$ cat src/rtl/seg7_btn_periph_if.sv
// seg7_btn_periph_if: data-memory port carrying load/store strobes, address and data
interface seg7_btn_periph_if #(
  parameter int XLEN = 32
);
  logic            wr_en_i;
  logic            rd_en_i;
  logic [XLEN-1:0] addr_i;
  logic [XLEN-1:0] wr_data_i;
  logic [XLEN-1:0] rd_data_o;
  modport master (output wr_en_i, rd_en_i, addr_i, wr_data_i, input rd_data_o);
  modport slave  (input wr_en_i, rd_en_i, addr_i, wr_data_i, output rd_data_o);
endinterface

$ cat src/rtl/seg7_btn_periph.sv
// seg7_btn_periph: memory-mapped multiplexed 7-segment display with debounced button interrupt
module seg7_btn_periph #(
  parameter int              XLEN            = 32,
  parameter logic [XLEN-1:0] BASE_ADDR       = 'h400,
  parameter int              NUM_DIGITS      = 4,
  parameter int              REFRESH_DIV     = 1000,
  parameter int              DEBOUNCE_CYCLES = 16
) (
  input  logic                  clk_i,
  input  logic                  rst_i,
  seg7_btn_periph_if.slave      bus,
  input  logic                  btn_i,
  output logic [6:0]            seg_o,
  output logic [NUM_DIGITS-1:0] an_o,
  output logic                  irq_o
);
  localparam int DW = NUM_DIGITS > 1 ? $clog2(NUM_DIGITS) : 1;
  localparam int RW = $clog2(REFRESH_DIV);
  localparam int CW = $clog2(DEBOUNCE_CYCLES);
  localparam int AW = XLEN - 2;
  logic [AW-1:0]   widx;
  logic            ctrl_hit;
  logic            dig_hit;
  logic [6:0]      digit_q [NUM_DIGITS];
  logic            irq_en_q;
  logic            pend_q;
  logic            sync1_q;
  logic            sync_q;
  logic            stable_q;
  logic            stable_d_q;
  logic [CW-1:0]   dcnt_q;
  logic [RW-1:0]   rcnt_q;
  logic [DW-1:0]   idx_q;
  logic [6:0]      cur_seg;
  logic [XLEN-1:0] rd_val;
  logic            wr_ctrl;
  logic            rise;
  logic            wrap;
  logic            unused;
  // word index relative to the window; the byte-offset bits drop out of the shift
  assign widx     = AW'((bus.addr_i - BASE_ADDR) >> 2);
  assign ctrl_hit = widx == AW'(4);
  assign dig_hit  = widx < AW'(NUM_DIGITS) && !ctrl_hit;
  assign wr_ctrl  = bus.wr_en_i && ctrl_hit;
  assign rise     = stable_q && !stable_d_q;
  assign wrap     = rcnt_q == RW'(REFRESH_DIV - 1);
  assign irq_o    = pend_q && irq_en_q;
  assign unused   = ^bus.wr_data_i[XLEN-1:7];
  // register file: digit segment patterns, irq enable and sticky pending (set beats clear)
  always_ff @(posedge clk_i) begin
    if (rst_i) begin
      for (int k = 0; k < NUM_DIGITS; k++) digit_q[k] <= '0;
      irq_en_q <= 1'b0;
      pend_q   <= 1'b0;
    end else begin
      for (int k = 0; k < NUM_DIGITS; k++)
        if (bus.wr_en_i && dig_hit && widx == AW'(k)) digit_q[k] <= bus.wr_data_i[6:0];
      if (wr_ctrl) irq_en_q <= bus.wr_data_i[0];
      pend_q <= rise ? 1'b1 : (wr_ctrl && bus.wr_data_i[1]) ? 1'b0 : pend_q;
    end
  end
  // load data mux; unmapped offsets read as zero
  always_comb begin
    rd_val = '0;
    if (ctrl_hit) rd_val[2:0] = {stable_q, pend_q, irq_en_q};
    for (int k = 0; k < NUM_DIGITS; k++)
      if (dig_hit && widx == AW'(k)) rd_val[6:0] = digit_q[k];
  end
  // registered load data, held between loads
  always_ff @(posedge clk_i) begin
    if (rst_i) bus.rd_data_o <= '0;
    else if (bus.rd_en_i) bus.rd_data_o <= rd_val;
  end
  // synchronize the raw button and accept a new level only after it persists
  always_ff @(posedge clk_i) begin
    if (rst_i) begin
      sync1_q    <= 1'b0;
      sync_q     <= 1'b0;
      stable_q   <= 1'b0;
      stable_d_q <= 1'b0;
      dcnt_q     <= '0;
    end else begin
      sync1_q    <= btn_i;
      sync_q     <= sync1_q;
      stable_d_q <= stable_q;
      if (sync_q == stable_q) dcnt_q <= '0;
      else if (dcnt_q == CW'(DEBOUNCE_CYCLES - 1)) begin
        stable_q <= sync_q;
        dcnt_q   <= '0;
      end else dcnt_q <= dcnt_q + 1'b1;
    end
  end
  // segment pattern of the currently scanned digit
  always_comb begin
    cur_seg = '0;
    for (int k = 0; k < NUM_DIGITS; k++)
      if (idx_q == DW'(k)) cur_seg = digit_q[k];
  end
  // refresh scan: each digit stays lit REFRESH_DIV cycles, outputs registered from the index
  always_ff @(posedge clk_i) begin
    if (rst_i) begin
      rcnt_q <= '0;
      idx_q  <= '0;
      an_o   <= NUM_DIGITS'(1);
      seg_o  <= '0;
    end else begin
      rcnt_q <= wrap ? '0 : rcnt_q + 1'b1;
      if (wrap) idx_q <= idx_q == DW'(NUM_DIGITS - 1) ? '0 : idx_q + 1'b1;
      an_o  <= NUM_DIGITS'(1) << idx_q;
      seg_o <= cur_seg;
    end
  end
endmodule

$ cat src/flat_wrapper.sv
// flat-port wrapper written by rule: the top's interface ports become plain ports
module seg7_btn_periph_flat 
#(
  parameter int              XLEN            = 32,
  parameter logic [XLEN-1:0] BASE_ADDR       = 'h400,
  parameter int              NUM_DIGITS      = 4,
  parameter int              REFRESH_DIV     = 1000,
  parameter int              DEBOUNCE_CYCLES = 16
)
  (clk_i, rst_i, btn_i, seg_o, an_o, irq_o, bus_wr_en_i, bus_rd_en_i, bus_addr_i, bus_wr_data_i, bus_rd_data_o);
  seg7_btn_periph_if #(.XLEN(XLEN)) bus_i ();
  input  logic clk_i;
  input  logic rst_i;
  input  logic btn_i;
  output logic [6:0] seg_o;
  output logic [NUM_DIGITS-1:0] an_o;
  output logic irq_o;
  input wire logic [$bits(bus_i.wr_en_i)-1:0] bus_wr_en_i;
  input wire logic [$bits(bus_i.rd_en_i)-1:0] bus_rd_en_i;
  input wire logic [$bits(bus_i.addr_i)-1:0] bus_addr_i;
  input wire logic [$bits(bus_i.wr_data_i)-1:0] bus_wr_data_i;
  output wire logic [$bits(bus_i.rd_data_o)-1:0] bus_rd_data_o;
  assign bus_i.wr_en_i = bus_wr_en_i;
  assign bus_i.rd_en_i = bus_rd_en_i;
  assign bus_i.addr_i = bus_addr_i;
  assign bus_i.wr_data_i = bus_wr_data_i;
  assign bus_rd_data_o = bus_i.rd_data_o;
  seg7_btn_periph #(.XLEN(XLEN), .BASE_ADDR(BASE_ADDR), .NUM_DIGITS(NUM_DIGITS), .REFRESH_DIV(REFRESH_DIV), .DEBOUNCE_CYCLES(DEBOUNCE_CYCLES)) u_core (.clk_i(clk_i), .rst_i(rst_i), .bus(bus_i), .btn_i(btn_i), .seg_o(seg_o), .an_o(an_o), .irq_o(irq_o));
endmodule
$ cat config.mk
export PLATFORM = sky130hd
export DESIGN_NAME = seg7_btn_periph_flat
export DESIGN_NICKNAME = d
export VERILOG_FILES = /design/src/rtl/seg7_btn_periph_if.sv /design/src/rtl/seg7_btn_periph.sv /design/src/flat_wrapper.sv
export SDC_FILE = /design/constraint.sdc
export NUM_CORES = 1
export LEC_CHECK = 0
export CAP_MARGIN = 20
export CORE_MARGIN = 1
export CORE_UTILIZATION = 30
export DETAILED_ROUTE_END_ITERATION = 16
export PLACE_DENSITY = 0.58
export SLEW_MARGIN = 20
export SYNTH_ARGS = -nofsm -noshare
export SYNTH_HDL_FRONTEND = slang
export SYNTH_SLANG_ARGS = --single-unit
$ cat constraint.sdc
create_clock -name clk_i -period 5.98 [get_ports clk_i]
set_input_delay 0.598 -clock clk_i [delete_from_list [all_inputs] [get_ports clk_i]]
set_output_delay 0.598 -clock clk_i [all_outputs]
set_load 0.05 [all_outputs]
==> flow_metrics.py, run 1 <==
metrics = {
    "global_routing": {
        "grt_antenna_before_repair": 0,
        "overflow": 0,
        "grt_pass1_wl_um": 12700,
        "grt_usage": 0.1384,
        "grt_max_degree": 30,
        "grt_pass1_vias": 2592,
    },
    "yosys": {
        "syn_inst": 340,
        "yosys_warnings": 0,
        "ys_ff_latch": 68,
        "syn-cell-area_um2": 3508,
        "ys.flop_type": "dfxtp_1",
        "avgSynthCellArea_um2": 10.32,
        "synth.distinct_cells": 50,
        "ys_async_sr_fraction": 0,
        "yosysTopAreaCell": "edfxtp_1",
        "synth-seq-area-share": 0.4679,
        "synth_top_cell_area_share": 0.2397,
        "synth_edf_count": 28,
        "synth_area_leaders": "edfxtp_1 (24%), dfxtp_1 (23%), buf_4 (5.3%)",
    },
    "timing": {
        "fmax_mhz": 296.2,
        "tns_ns": 0,
        "setup_violations": 0,
        "fin_crit_sh": 0.5645,
        "hold_slack_ns": 0.4405,
        "min_period_ns": 3.376,
        "clock_skew_ns": 0.005448,
        "fin_ws_ns": 2.604,
        "max_slew_margin": 0.3887,
        "drv_slew": 0,
        "hold_violations": 0,
        "rsz0062_at_grt": "no",
        "tightestPinTransition_ns": 0.9135,
    },
    "cts": {
        "cts_sinks": 68,
        "cts_buffer_depth": 2,
        "htree_num_levels": 3,
        "cts_hold_buf": 0,
        "post_cts_buffers": 0,
        "clk_pin_slew_ns": 0.05,
        "cts_buffers": 9,
        "ctsResizeCount": 0,
        "ctsRootBufferMaster": "clkbuf_16",
        "clock_latency_ns": 0.33,
        "cts_tree": "done",
    },
    "critical_path": {
        "worstPathMaxFanout": 19,
        "crit_type": "in -> reg",
        "startpoint_type": "primary input",
        "cp.required_ns": 5.93,
        "crit_arrival_ns": 3.33,
        "end_kind": "flop",
    },
    "cells_and_area": {
        "final_area_um2": 4422,
        "final_cells": 546,
        "diodes": 0,
        "final_nets": 473,
        "syn_to_final_growth_pct": 26.03,
        "nFillCells": 1149,
        "regArea_um2": 1642,
        "drive_gt1_frac": 0.1017,
        "multi_input_area_um2": 1653,
    },
    "placed_design": {
        "dpl_worst_slack_ns": 2.230,
        "placed_cells": 530,
        "hpwl_um": 5805,
        "io_buffers": 60,
        "gp_congestion": 0.7690,
        "post_dp_cell_area_um2": 4160,
    },
    "power": {
        "power_frac_clock": 0.418,
        "internal_power_w": 0.0008246,
        "p_switching_w": 0.0002822,
        "p_leak_nw": 1.452,
        "max-vdd-ir-drop_uv": 135.7,
        "power_switching_share": 0.2550,
        "power_density_nw_per_um2": 250.3,
        "comb_power_share": 0.124,
        "seq_power_share": 0.457,
    },
    "routing": {
        "dr_total_vias": 2614,
        "drt_wl_total_um": 7698,
        "viasPerCell": 4.788,
        "postRouteAntennaNets": 0,
        "drtIter0Drc": 148,
        "wl_per_cell_um": 14.10,
        "dr.pass1.iters": 4,
        "drc": 0,
    },
    "floorplan": {
        "io_pins": 113,
        "die_y_um": 110.1,
        "die_width_um": 110.1,
        "die-area_um2": 12130,
        "coreArea_um2": 11420,
        "rows": 39,
        "start_util": 0.3073,
    },
    "hold_path": {
        "hold_class": "reg -> reg",
    },
    "outcome": {
        "outcome": "finished clean",
    },
    "job": {
        "maxCapViolCount": 0,
    },
}
[per-layer routing]
layer	global-route usage	up-vias	part of all wire
li1	-	1333	-
met1	0.1771	1203	0.48
met2	0.2263	67	0.47
met3	0.03880	11	0.046
met4	0.04229	0	0.012
met5	0	-	0
[registers in the layout, indices dropped and copies added (netlist names)]
signal and flops:
u_core.irq_en_q 1, u_core.stable_q 1, u_core.sync_q 1, u_core.digit_q 28, u_core.dcnt_q 4, u_core.an_o 4, u_core.stable_d_q 1, u_core.bus.rd_data_o 7
u_core.sync1_q 1, u_core.idx_q 2, u_core.seg_o 7, u_core.pend_q 1, u_core.rcnt_q 10
[per-stage QoR]
stage,utilization,power (W)
floorplan,-,0.0006125
global placement,0.3643,0.0006519
detailed placement,0.3643,0.0006536
CTS,0.3872,0.001115
global route,0.3872,0.001151
finish,0.3872,0.001107
[synthesized netlist by cell type (all sizes together) (3+ instances only)]
cell    count
mux4        7
dfxtp      40
nor3       31
a221oi      6
and3        3
nand2b      4
nor2       27
a22oi       3
nor4       17
a21oi      10
nand2      20
or3         3
edfxtp     28
buf        29
nor2b      13
nand4b      3
o41ai       4
ha          6
o21ai       4
nand4       4
xnor2       8
mux2i       4
inv        12
clkbuf     13
nand3      13
o32ai       7
[cells by family (layout without fill, tap and decap cells)]
family | Yosys count | in the layout | synth area share
multiplexers | 11 | 11 | 0.05635
AO/OA/AOI/OAI | 42 | 42 | 0.09593
AND/OR/NAND/NOR | 147 | 147 | 0.2436
other | 1 | 25 | 0.001069
flip-flops | 68 | 68 | 0.4679
adder cells (fa/ha/maj) | 6 | 6 | 0.02140
buffers and inverters | 55 | 94 | 0.08880
XOR/XNOR | 10 | 10 | 0.02497
[cells in the final DEF, fill, tap and decap left out, drive strengths merged, types with 2 or more instances in the layout]
cell type      count
clkdlybuf4s50     60
dfxtp             40
nor3              31
edfxtp            28
nor2              27
conb              25
nand2             20
nor4              17
nor2b             13
nand3             13
inv               12
clkbuf            11
a21oi             10
xnor2              8
mux4               7
o32ai              7
a221oi             6
ha                 6
buf                5
nand2b             4
nand4              4
mux2i              4
o21ai              4
o41ai              4
clkinv             4
and3               3
or3                3
a22oi              3
nand4b             3
nor4b              2
or4                2
o2111ai            2
xor2               2
clkinvlp           2
[layout make-up]
cell class,instances,share of cell area
multi-input combinational,241,0.3738
sequential,68,0.3712
timing repair buffer,65,0.1443
clock buffer,11,0.05263
tap,143,0.04046
inverter,13,0.01104
clock inverter,5,0.006508
[power groups by stage]
stage,registers (W),clock network (W),logic [W]
after floorplan,0.000521,0,0.0000913
after global placement,0.000515,0,0.000137
after detailed placement,0.000515,0,0.000138
after CTS,0.000506,0.000470,0.000138
after global routing,0.000507,0.000496,0.000148
final,0.000506,0.000463,0.000138
[critical path, cell delays in order]
cell             delay, ns
clkdlybuf4s50_1       0.44
nor4_4                0.46
a41oi_1               0.24
a2111oi_4             0.40
nand4b_4              0.39
o41ai_2               0.80
[final timing paths]
kind                         from              endpoint  slack (ns)  depth (start not counted)
setup / recovery   bus_addr_i[17]  u_core.digit_q[0][0]        2.60                          6
hold / removal     u_core.sync1_q         u_core.sync_q        0.44                          1
setup reg to reg  u_core.idx_q[1]       u_core.seg_o[6]        4.16                          7
hold reg to reg    u_core.sync1_q         u_core.sync_q        0.44                          1
No activity file was read; power rests on OpenSTA's default activity.
==> run 2: changes to the inputs <==
Clock period 5.98 ns to 3.5 ns, I/O delays scaled along.
==> flow_metrics.py, run 2 (synthesis gave the netlist of run 1 again) <==
metrics = {
    "power": {
        "power_switching_share": 0.2288,
        "seq_power_share": 0.409,
        "power.total_w": 0.002117,
        "comb_power_share": 0.112,
        "power_density_nw_per_um2": 467.8,
        "p_leak_nw": 1.510,
        "power_frac_clock": 0.479,
        "p_switching_w": 0.0004843,
        "internal_power_w": 0.001632,
        "max-vdd-ir-drop_uv": 313.8,
    },
    "cts": {
        "cts_sinks": 68,
        "cts_buffers": 9,
        "htree_num_levels": 3,
        "ctsRootBufferMaster": "clkbuf_16",
        "post_cts_buffers": 0,
        "cts_hold_buf": 0,
        "ctsResizeCount": 0,
        "clk_pin_slew_ns": 0.05,
        "cts_tree": "done",
        "cts_buffer_depth": 2,
        "clock_latency_ns": 0.33,
    },
    "cells_and_area": {
        "syn_to_final_growth_pct": 28.96,
        "mostFrequentLayoutCell": "clkdlybuf4s50_1",
        "top_register": "u_core.digit_q",
        "nFillCells": 1161,
        "final_cell_mix": "clkdlybuf4s50_1 (60), dfxtp_1 (40), nor3_1 (31)",
        "reg.largest.list": "u_core.digit_q x28, u_core.rcnt_q x10",
        "final_cells": 550,
        "final_nets": 477,
        "multi_input_area_um2": 1645,
        "final_util": 0.3962,
        "largest_reg_flops": 28,
        "diodes": 0,
        "regArea_um2": 1642,
        "drive_gt1_frac": 0.1130,
    },
    "timing": {
        "setup_violations": 0,
        "min_period_ns": 2.764,
        "tns_ns": 0,
        "drv_slew": 0,
        "hold_violations": 0,
        "fmax_mhz": 361.8,
        "tightestPinTransition_ns": 0.9423,
        "fin_crit_sh": 0.7897,
        "rsz0062_at_grt": "no",
        "clock_skew_ns": 0.006548,
        "max_slew_margin": 0.3695,
    },
    "hold_path": {
        "worstHoldPathCells": 1,
        "hold_class": "reg -> reg",
        "worstHoldStart": "u_core.rcnt_q[0]",
        "hold_end": "u_core.rcnt_q[0]",
    },
    "critical_path": {
        "regToRegStartpoint": "u_core.idx_q[1]",
        "worstPathMaxFanout": 12,
        "cp.required_ns": 3.54,
        "end_kind": "flop",
        "r2r_end": "u_core.seg_o[6]",
        "startpoint_type": "primary input",
        "crit_arrival_ns": 2.80,
        "reg2reg_depth": 7,
        "ff2ff_setup_slack_ns": 1.68,
        "crit_type": "in -> reg",
    },
    "placed_design": {
        "hpwl_um": 6071,
        "gp_congestion": 0.7718,
        "io_buffers": 60,
        "placed_cells": 534,
    },
    "routing": {
        "dr.pass1.iters": 10,
        "postRouteAntennaNets": 0,
        "drt_wl_total_um": 7829,
        "drtIter0Drc": 154,
        "dr_total_vias": 2705,
        "wl_per_cell_um": 14.23,
        "viasPerCell": 4.918,
        "drc": 2,
    },
    "floorplan": {
        "die-area_um2": 12130,
        "die_y_um": 110.1,
        "die_width_um": 110.1,
        "coreArea_um2": 11420,
        "rows": 39,
        "start_util": 0.3073,
        "io_pins": 113,
    },
    "global_routing": {
        "overflow": 0,
        "grt_usage": 0.1366,
        "grt_max_degree": 21,
        "grt_pass1_vias": 2634,
        "grt_antenna_before_repair": 0,
        "grt_pass1_wl_um": 12540,
    },
    "outcome": {
        "violations": "design-rule violations",
        "outcome": "finished with violations",
    },
    "job": {
        "maxCapViolCount": 0,
    },
}
run 2: cell types whose count changed in the layout (fill, tap and decap cells not counted), sizes merged:
cell	before	now
buf	5	9
bufinv	0	3
clkbuf	11	10
clkinvlp	2	0
run 2: stage by stage:
stage / hold slack, ns / instance area, µm² / worst slack [ns]
floorplan: 0.4132 / 3598 / 0.6436
detailed placement: 0.4367 / 4183 / 0.3945
finish: 0.4420 / 4524 / 0.7360
global route: 0.4534 / 4524 / 0.5526
global placement: 0.4220 / 4183 / 0.3998
CTS: 0.4441 / 4524 / 0.7301
run 2: final cells by class:
type | count | area share
clock buffer | 10 | 0.05061
clock inverter | 6 | 0.02489
inverter | 13 | 0.01079
multi-input combinational | 241 | 0.3637
sequential | 68 | 0.3628
tap | 143 | 0.03955
timing repair buffer | 69 | 0.1477
run 2: worst max-delay path by stage:
stage | start | endpoint | slack (ns)
after global placement | bus_addr_i[17] | u_core.digit_q[2][4] | 0.40
after global routing | bus_addr_i[16] | u_core.digit_q[3][0] | 0.55
after detailed placement | bus_addr_i[17] | u_core.digit_q[3][3] | 0.39
after floorplan | bus_addr_i[17] | u_core.digit_q[2][0] | 0.64
final | bus_addr_i[17] | u_core.digit_q[2][2] | 0.74
after CTS | bus_addr_i[17] | u_core.digit_q[2][5] | 0.73
run 2: critical path, cell delays in order:
cell,delay (ns)
clkdlybuf4s50_1,0.45
nor4_4,0.47
nand3_2,0.20
a2111oi_4,0.44
nand4b_4,0.29
o41ai_1,0.38
buf_4,0.23
run 2: power by group through the flow:
| stage | Clock, W | Sequential [W] | Combinational, W |
|---|---|---|---|
| 6_report | 0.00101 | 0.000865 | 0.000237 |
| 3_3_place_gp | 0 | 0.000880 | 0.000235 |
| 2_1_floorplan | 0 | 0.000891 | 0.000156 |
| 3_5_place_dp | 0 | 0.000881 | 0.000238 |
| 5_1_grt | 0.00106 | 0.000867 | 0.000255 |
| 4_1_cts | 0.00103 | 0.000865 | 0.000239 |
run 2: layer usage:
| layer | global-route usage | wire [µm] | vias up |
|---|---|---|---|
| met1 | 0.1598 | 3615 | 1288 |
| met3 | 0.02646 | 265 | 12 |
| met4 | 0.05827 | 127 | 0 |
| li1 | - | - | 1343 |
| met5 | 0 | 0 | - |
| met2 | 0.2429 | 3819 | 62 |
==> run 3: changes to the inputs <==
Settings changed: PLACE_DENSITY 0.58 to 0.6.
Clock period 3.5 ns to 2.3 ns, I/O delays scaled along.
==> flow_metrics.py, run 3 (synthesis gave the netlist of run 1 again) <==
metrics = {
    "floorplan": {
        "start_util": 0.3073,
        "coreArea_um2": 11420,
        "die_width_um": 110.1,
        "rows": 39,
        "die-area_um2": 12130,
        "die_y_um": 110.1,
        "io_pins": 113,
    },
    "cts": {
        "ctsRootBufferMaster": "clkbuf_16",
        "cts_sinks": 68,
        "cts_buffer_depth": 2,
        "cts_tree": "done",
        "cts_buffers": 9,
        "clk_pin_slew_ns": 0.05,
        "cts_hold_buf": 0,
        "clock_latency_ns": 0.33,
        "htree_num_levels": 3,
    },
    "cells_and_area": {
        "regArea_um2": 1642,
        "multi_input_area_um2": 1768,
        "final_cells": 577,
        "reg.largest.list": "u_core.digit_q x28, u_core.rcnt_q x10",
        "top_register": "u_core.digit_q",
        "mostFrequentLayoutCell": "clkdlybuf4s50_1",
        "nFillCells": 1119,
        "final_cell_mix": "clkdlybuf4s50_1 (52), dfxtp_1 (40), buf_4 (31)",
        "final_nets": 504,
        "diodes": 0,
        "drive_gt1_frac": 0.1912,
        "largest_reg_flops": 28,
        "syn_to_final_growth_pct": 38.27,
        "final_area_um2": 4851,
    },
    "power": {
        "internal_power_w": 0.002390,
        "p_switching_w": 0.0007684,
        "power_frac_clock": 0.455,
        "comb_power_share": 0.128,
        "max-vdd-ir-drop_uv": 554.2,
        "power_density_nw_per_um2": 651.2,
        "seq_power_share": 0.417,
        "p_leak_nw": 1.712,
        "power_switching_share": 0.2432,
    },
    "timing": {
        "tightestPinTransition_ns": 0.5112,
        "fmax_mhz": 448.5,
        "rsz0062_at_grt": "no",
        "hold_violations": 0,
        "clock_skew_ns": 0.003734,
        "setup_violations": 0,
        "drv_slew": 0,
        "fin_crit_sh": 0.9694,
        "min_period_ns": 2.230,
        "max_slew_margin": 0.6582,
    },
    "placed_design": {
        "gp_congestion": 0.7878,
        "post_dp_cell_area_um2": 4446,
        "hpwl_um": 6255,
        "io_buffers": 60,
        "placed_cells": 557,
    },
    "critical_path": {
        "cpLargestDelayFamily": "buffers and inverters",
        "slowest_delay_ns": 0.45,
        "startpoint_type": "primary input",
        "end_kind": "flop",
        "cp.required_ns": 2.34,
        "crit_type": "in -> reg",
        "crit_arrival_ns": 2.27,
        "worstPathMaxFanout": 7,
        "cpMaxStageDelayCell": "clkdlybuf4s50_1",
        "crit_chain": "clkdlybuf4s50_1 -> nor2_1 -> nand3_4 -> a2111oi_4 -> nand4b_4 -> buf_4 -> o41ai_4 -> buf_6",
        "cp.buffers_inverters": 3,
    },
    "global_routing": {
        "grt_usage": 0.1421,
        "overflow": 0,
        "grt_max_degree": 28,
        "grt_pass1_wl_um": 12990,
        "grt_antenna_before_repair": 0,
        "grt_pass1_vias": 2714,
    },
    "routing": {
        "dr_total_vias": 2797,
        "viasPerCell": 4.847,
        "wl_per_cell_um": 14.18,
        "drt_wl_total_um": 8181,
        "dr.pass1.iters": 5,
        "postRouteAntennaNets": 0,
        "drc": 0,
        "drtIter0Drc": 151,
    },
    "job": {
        "maxCapViolCount": 0,
    },
    "hold_path": {
        "hold_class": "reg -> reg",
    },
    "outcome": {
        "outcome": "finished clean",
    },
}
==> run 3: cell types whose count changed in the layout (fill, tap and decap cells not counted), moves of 2 or more <==
cell / before / now
dlygate4sd2_1: 0 / 8
nor3_2: 0 / 2
o41ai_4: 0 / 2
nor4_1: 9 / 7
clkinv_4: 2 / 0
o41ai_2: 0 / 2
nor4_4: 1 / 3
buf_12: 0 / 2
clkinvlp_4: 0 / 3
clkdlybuf4s50_1: 60 / 52
buf_6: 0 / 3
o41ai_1: 4 / 0
buf_4: 9 / 31
nor3_1: 31 / 29
==> run 3: worst register-to-register path, stage by stage, from the launching register on <==
cell      delay, ns
dfxtp_1        0.40
inv_1          0.11
ha_1           0.31
nor2b_1        0.41
a221oi_1       0.15
nor3_1         0.18
a21oi_1        0.09
nor2_1         0.11
==> run 3: layer usage <==
layer	up-vias	routed length, µm	global-route usage
met5	-	0	0
met4	0	104	0.04417
met3	11	395	0.04115
met2	75	3996	0.2415
li1	1388	-	-
met1	1323	3685	0.1733
==> run 3: timing repair <==
item	CTS	global route
endpoints found under the setup margin	42	32
setup buffers	3	1
pin swaps	9	3
resized for setup	14	5
==> run 3: final timing paths <==
check	start	end	slack, ns	depth (start not counted)
worst min register to register	u_core.dcnt_q[0]	u_core.dcnt_q[0]	0.45	1
worst max register to register	u_core.idx_q[1]	u_core.seg_o[2]	0.48	7
worst max-delay path	bus_addr_i[24]	u_core.digit_q[3][0]	0.07	8
worst min-delay path	u_core.dcnt_q[0]	u_core.dcnt_q[0]	0.45	1
==> run 3: area by class of cell <==
cell class              count  area share
multi-input cells         241      0.3645
flip-flops and latches     68      0.3384
repair buffers             96      0.1849
inverters                  13     0.01006
well taps                 143     0.03688
clock inverters             7     0.01883
clock buffers               9     0.04643
==> run 3: power by group through the flow <==
| stage | Sequential [W] | Clock (W) | Combinational (W) |
|---|---|---|---|
| final | 0.00132 | 0.00144 | 0.000405 |
| after global placement | 0.00134 | 0 | 0.000395 |
| after floorplan | 0.00135 | 0 | 0.000245 |
| after global routing | 0.00132 | 0.00153 | 0.000431 |
| after CTS | 0.00132 | 0.00147 | 0.000402 |
| after detailed placement | 0.00134 | 0 | 0.000399 |
==> run 3: through the flow <==
stage	power, W	hold slack [ns]	setup TNS (ns)	setup WS [ns]	util
3_5_place_dp	0.001740	0.4352	-24.85	-0.5384	0.3893
6_report	0.003159	0.4517	0	0.07028	0.4248
3_3_place_gp	0.001735	0.4253	-21.07	-0.4815	0.3893
4_1_cts	0.003188	0.4540	0	0.01686	0.4215
5_1_grt	0.003281	0.4639	0	0.02268	0.4248
2_1_floorplan	0.001600	0.3498	-1.669	-0.08370	-
